## src/rtl/rv_seq_divider.sv

```systemverilog
// rtl/rv_seq_divider.sv - radix-2 restoring divider for RV32M DIV/DIVU/REM/REMU
// Optional build macro DIV_EARLY_TERM_EN enables small-operand shortcuts.
module rv_seq_divider #(
    parameter int N     = 32,
    parameter int CNT_W = 6
) (
    input  logic         clk,
    input  logic         rst,
    input  logic         start,
    input  logic [1:0]   op,
    input  logic [N-1:0] dividend,
    input  logic [N-1:0] divisor,
    output logic         busy,
    output logic         done,
    output logic [N-1:0] result
);

    typedef enum logic [1:0] {IDLE, CALC, FIX} state_t;

    localparam logic [N-1:0] MIN_NEG = {1'b1, {(N-1){1'b0}}};

    state_t         state;
    logic [CNT_W-1:0] count;
    logic [N-1:0]   q;
    logic [N-1:0]   d;
    logic [N:0]     r;
    logic           rem_sel;
    logic           qneg;
    logic           rneg;

    logic           sgn_in;
    logic           a_neg;
    logic           b_neg;
    logic [N-1:0]   mag_a;
    logic [N-1:0]   mag_b;
    logic           ovf;
    logic [N:0]     rem_shift;
    logic [N:0]     trial;

    always_comb begin
        sgn_in    = ~op[0];
        a_neg     = sgn_in & dividend[N-1];
        b_neg     = sgn_in & divisor[N-1];
        mag_a     = a_neg ? ({N{1'b0}} - dividend) : dividend;
        mag_b     = b_neg ? ({N{1'b0}} - divisor) : divisor;
        ovf       = sgn_in && (dividend == MIN_NEG) && (divisor == {N{1'b1}});
        rem_shift = {r[N-1:0], q[N-1]};
        // Partial remainder stays below 2*D, so bit N of the difference is its sign.
        trial     = rem_shift - {1'b0, d};
    end

    always_ff @(posedge clk or posedge rst) begin
        if (rst) begin
            state   <= IDLE;
            busy    <= 1'b0;
            done    <= 1'b0;
            result  <= '0;
            count   <= '0;
            q       <= '0;
            d       <= '0;
            r       <= '0;
            rem_sel <= 1'b0;
            qneg    <= 1'b0;
            rneg    <= 1'b0;
        end else begin
            case (state)
                IDLE: begin
                    done <= 1'b0;
                    if (start) begin
                        rem_sel <= op[1];
                        if (divisor == '0) begin
                            result <= op[1] ? dividend : {N{1'b1}};
                            done   <= 1'b1;
                        end else if (ovf) begin
                            result <= op[1] ? {N{1'b0}} : dividend;
                            done   <= 1'b1;
`ifdef DIV_EARLY_TERM_EN
                        end else if (mag_b > mag_a) begin
                            result <= op[1] ? dividend : {N{1'b0}};
                            done   <= 1'b1;
`endif
                        end else begin
                            d    <= mag_b;
                            r    <= '0;
                            qneg <= a_neg ^ b_neg;
                            rneg <= a_neg;
                            busy <= 1'b1;
                            state <= CALC;
`ifdef DIV_EARLY_TERM_EN
                            // Upper half of Q is zero: skip those iterations.
                            if (mag_a[N-1:N/2] == '0) begin
                                q     <= mag_a << (N/2);
                                count <= CNT_W'(N/2);
                            end else begin
                                q     <= mag_a;
                                count <= '0;
                            end
`else
                            q     <= mag_a;
                            count <= '0;
`endif
                        end
                    end
                end
                CALC: begin
                    if (!trial[N]) begin
                        r <= trial;
                        q <= {q[N-2:0], 1'b1};
                    end else begin
                        r <= rem_shift;
                        q <= {q[N-2:0], 1'b0};
                    end
                    count <= count + 1'b1;
                    if (count == CNT_W'(N-1)) begin
                        state <= FIX;
                    end
                end
                FIX: begin
                    if (rem_sel) begin
                        result <= rneg ? ({N{1'b0}} - r[N-1:0]) : r[N-1:0];
                    end else begin
                        result <= qneg ? ({N{1'b0}} - q) : q;
                    end
                    done  <= 1'b1;
                    busy  <= 1'b0;
                    state <= IDLE;
                end
                default: begin
                    state <= IDLE;
                    busy  <= 1'b0;
                    done  <= 1'b0;
                end
            endcase
        end
    end

endmodule
```

## config.mk

```make
export PLATFORM = sky130hd
export DESIGN_NAME = rv_seq_divider
export DESIGN_NICKNAME = d
export VERILOG_FILES = /design/src/rtl/rv_seq_divider.sv
export SDC_FILE = /design/constraint.sdc
export NUM_CORES = 1
export LEC_CHECK = 0
export ABC_AREA = 0
export CAP_MARGIN = 15
export CORE_MARGIN = 2
export CORE_UTILIZATION = 45
export DETAILED_ROUTE_END_ITERATION = 16
export GPL_ROUTABILITY_DRIVEN = 0
export PLACE_DENSITY_LB_ADDON = 0.15
export SLEW_MARGIN = 30
export SYNTH_ARGS = -nofsm -noshare
export SYNTH_HDL_FRONTEND = slang
export SYNTH_SLANG_ARGS = --single-unit
```

## constraint.sdc

```tcl
create_clock -name clk -period 8.7 [get_ports clk]
set_input_delay 0.87 -clock clk [delete_from_list [all_inputs] [get_ports clk]]
set_output_delay 0.87 -clock clk [all_outputs]
set_load 0.02 [all_outputs]
```

==> flow_metrics.env <==
export IMPL_status="finished clean"
export IMPL_ys_async_sr_fraction=1.00
export IMPL_drc_errors=0
export IMPL_crit_required_ns=9.04
export IMPL_synthTopCellsByArea="dfrtp_1 32%, o21ai_0 6.6%, xnor2_1 6.4%"
export IMPL_path_max_fanout=21
export IMPL_grt_met2_usage=0.396
export IMPL_path_class="primary input to flop"
export IMPL_num_io_pins=103
export IMPL_ir_drop_v=0.000215
export IMPL_drive_gt1_frac=0.0597
export IMPL_wirelength_mm=32.3
export IMPL_fillers=2309
export IMPL_antenna_found_initial=2
export IMPL_hp_class="flop to flop"
export IMPL_ys_seq_area_frac=0.323
export IMPL_io_buffers=102
export IMPL_die_h_um=160
export IMPL_met1_usage=0.358
export IMPL_grtUsageTotal=0.255
export IMPL_worst_endpoint_arrival_ns=4.91
export IMPL_fin_setup_tns_ns=0
export IMPL_p_sw_frac=0.469
export IMPL_h_tree_depth=4
export IMPL_cts_setup_buffers=0
export IMPL_finalNonFillerCells=1715
export IMPL_path_cells="clkdlybuf4s50_1, nor4_1, nor4b_4, nand4_1, nor4_2, o21a_1, and2_1, o21ai_0, o211ai_1"
export IMPL_synth_top_area_frac=0.323
export IMPL_grt_setup_unrepaired="no"
export IMPL_p_sw_uw=2320
export IMPL_reg2reg_slack_ns=5.12
export IMPL_start_util=0.453
export IMPL_p_int_uw=2620
export IMPL_clkPwrFrac=0.141
export IMPL_synth_yosys_warnings=0
export IMPL_reg2reg_to="r[29]"
export IMPL_nets=1486
export IMPL_routedWlPerCell_um=18.9
export IMPL_grt_overflow=0
export IMPL_synth_cell_types=75
export IMPL_powerDensity_mw_per_mm2=388
export IMPL_grt_busiest_layer="met2"
export IMPL_p_leak_uw=0.00516
export IMPL_synthTopCellsByCount="162 x nand2_1, 144 x o21ai_0, 141 x dfrtp_1"
export IMPL_grt_pass1_vias=9712
export IMPL_clk_path_buf_depth=2
export IMPL_cts_tree="done"
export IMPL_min_path_cells=2
export IMPL_insertion_delay_ns=0.43
export IMPL_dieArea_mm2=0.0256
export IMPL_timing_final_ws_setup_ns=4.13
export IMPL_synth_area_mm2=0.0109
export IMPL_p_comb_frac=0.596
export IMPL_multi_input_area_mm2=0.00683
export IMPL_pre_cts_ws_ns=3.73
export IMPL_hold_end="done"
export IMPL_root_buffer="clkbuf_16"
export IMPL_syn_nets=1428
export IMPL_synth_most_common_cell="nand2_1"
export IMPL_fin_crit_ns=4.57
export IMPL_grt_pass1_wl_mm=52.3
export IMPL_cts_resized=0
export IMPL_ant_nets=0
export IMPL_core_area_mm2=0.0241
export IMPL_rows=57
export IMPL_die_x_um=160
export IMPL_synth_edff_count=0
export IMPL_pwr_share_seq=0.263
export IMPL_clk_pin_slew_ns=0.06
export IMPL_fmax_mhz=219
export IMPL_crit_path_top_delay_cell="nor4_2"
export IMPL_via_count=10300
export IMPL_worstSetupStartpointType="primary input"
export IMPL_ctsHoldBuffers=0
export IMPL_regArea_mm2=0.00353
export IMPL_final_hold_viol_count=0
export IMPL_firstDrtPassIters=7
export IMPL_tightest_slew_ns=0.941
export IMPL_post_dp_hpwl_mm=23.7
export IMPL_synth_area_per_cell_um2=8.28
export IMPL_slew_viol_final=0
export IMPL_reg2reg_depth=12
export IMPL_regToRegStartpoint="q[31]"
export IMPL_end_kind="flop"
export IMPL_ys_ff_latch=141
export IMPL_viasPerCell=5.98
export IMPL_synthToLayoutAreaGrowth_pct=16.5
export IMPL_drtIter0Drc=841
export IMPL_drv_cap=0
export IMPL_clock_sinks=141
export IMPL_syn_inst=1320
export IMPL_grt_max_degree=89
export IMPL_finalClockSkew_ns=0.0102
export IMPL_cts_buffers=17
export IMPL_setup_viol=0
export IMPL_slew_headroom=0.367
export IMPL_synth_ff_type="dfrtp_1"
export IMPL_grt_use_met3=0.0509
export IMPL_critPathMaxStageDelay_ns=0.78
export IMPL_hp_start="done"
export IMPL_yosysTopAreaCell="dfrtp_1"
export IMPL_period_share=0.525
export IMPL_dp_cells=1683
cell families after synthesis:
logic type               Yosys count  synth area share
AND/OR/NAND/NOR                  409             0.187
AO/OA/AOI/OAI                    400             0.244
buffers and inverters            154            0.0559
XOR/XNOR                         146             0.117
flip-flops                       141             0.323
adder cells (fa/ha/maj)           41            0.0472
multiplexers                      29            0.0267
metal layers:
| metal | wire (um) | vias up | share of wire |
|---|---|---|---|
| met4 | 702 | 2 | 0.022 |
| met2 | 14600 | 403 | 0.45 |
| met5 | 13 | - | 0.00040 |
| met3 | 2180 | 58 | 0.067 |
| met1 | 14800 | 4862 | 0.46 |
| li1 | - | 4939 | - |
power groups by stage:
| stage | Combinational (uW) | Sequential, uW | Clock, uW |
|---|---|---|---|
| detailed placement | 2920 | 1290 | 0 |
| global route | 3300 | 1340 | 735 |
| finish | 2950 | 1300 | 697 |
| CTS | 2930 | 1290 | 703 |
| floorplan | 2310 | 1190 | 0 |
| global placement | 2890 | 1290 | 0 |
flip-flops by register name, summed over array words and instances (netlist names):
register	cells
q	32
rneg	1
rem_sel	1
done	1
r	32
busy	1
state	2
count	6
result	32
d	32
qneg	1
worst max path at each step:
stage	startpoint	endpoint	slack, ns	cells after the start
finish	divisor[2]	result[28]	4.13	9
global route	divisor[2]	result[30]	3.81	9
CTS	divisor[2]	result[28]	4.18	9
detailed placement	divisor[2]	result[28]	3.73	9
global placement	divisor[2]	result[30]	3.77	9
floorplan	rst	busy	4.05	1
per-stage QoR:
stage | power [uW] | cell area, um^2 | hold slack [ns] | utilization
5_1_grt | 5380 | 12700 | 0.513 | 0.528
2_1_floorplan | 3500 | 10900 | 0.450 | -
4_1_cts | 4920 | 12700 | 0.478 | 0.528
3_3_place_gp | 4180 | 12200 | 0.460 | 0.505
6_report | 4940 | 12700 | 0.473 | 0.528
3_5_place_dp | 4210 | 12200 | 0.463 | 0.505
cells in the final DEF (no fill, tap or decap), types with 18 or more instances in the layout:
cell type,synthesis,final
nand3_1,37,37
o31ai_1,33,33
a222oi_1,21,21
xor2_1,66,66
inv_1,79,78
dfrtp_1,141,139
o21ai_0,144,144
ha_1,38,38
mux2i_1,28,28
a21oi_1,61,60
nor2_1,66,65
o211ai_1,18,18
nand2_1,162,162
xnor2_1,80,80
o41ai_1,19,19
clkdlybuf4s50_1,0,102
area by class of cell:
type / count / area share
multi-input cells: 1025 / 0.537
flip-flops and latches: 141 / 0.277
repair buffers: 114 / 0.0873
clock buffers: 20 / 0.0359
well taps: 324 / 0.0318
inverters: 79 / 0.0237
clock inverters: 11 / 0.00737
diodes: 1 / 0.000197
critical path: cells and delay by family:
family / cells / cell delay, ns
and+or+nand+nor: 5 / 2.82
buffers and inverters: 1 / 0.51
AOI/OAI and AO/OA: 3 / 0.70
Note: power is estimated with default switching activity, not from simulation.
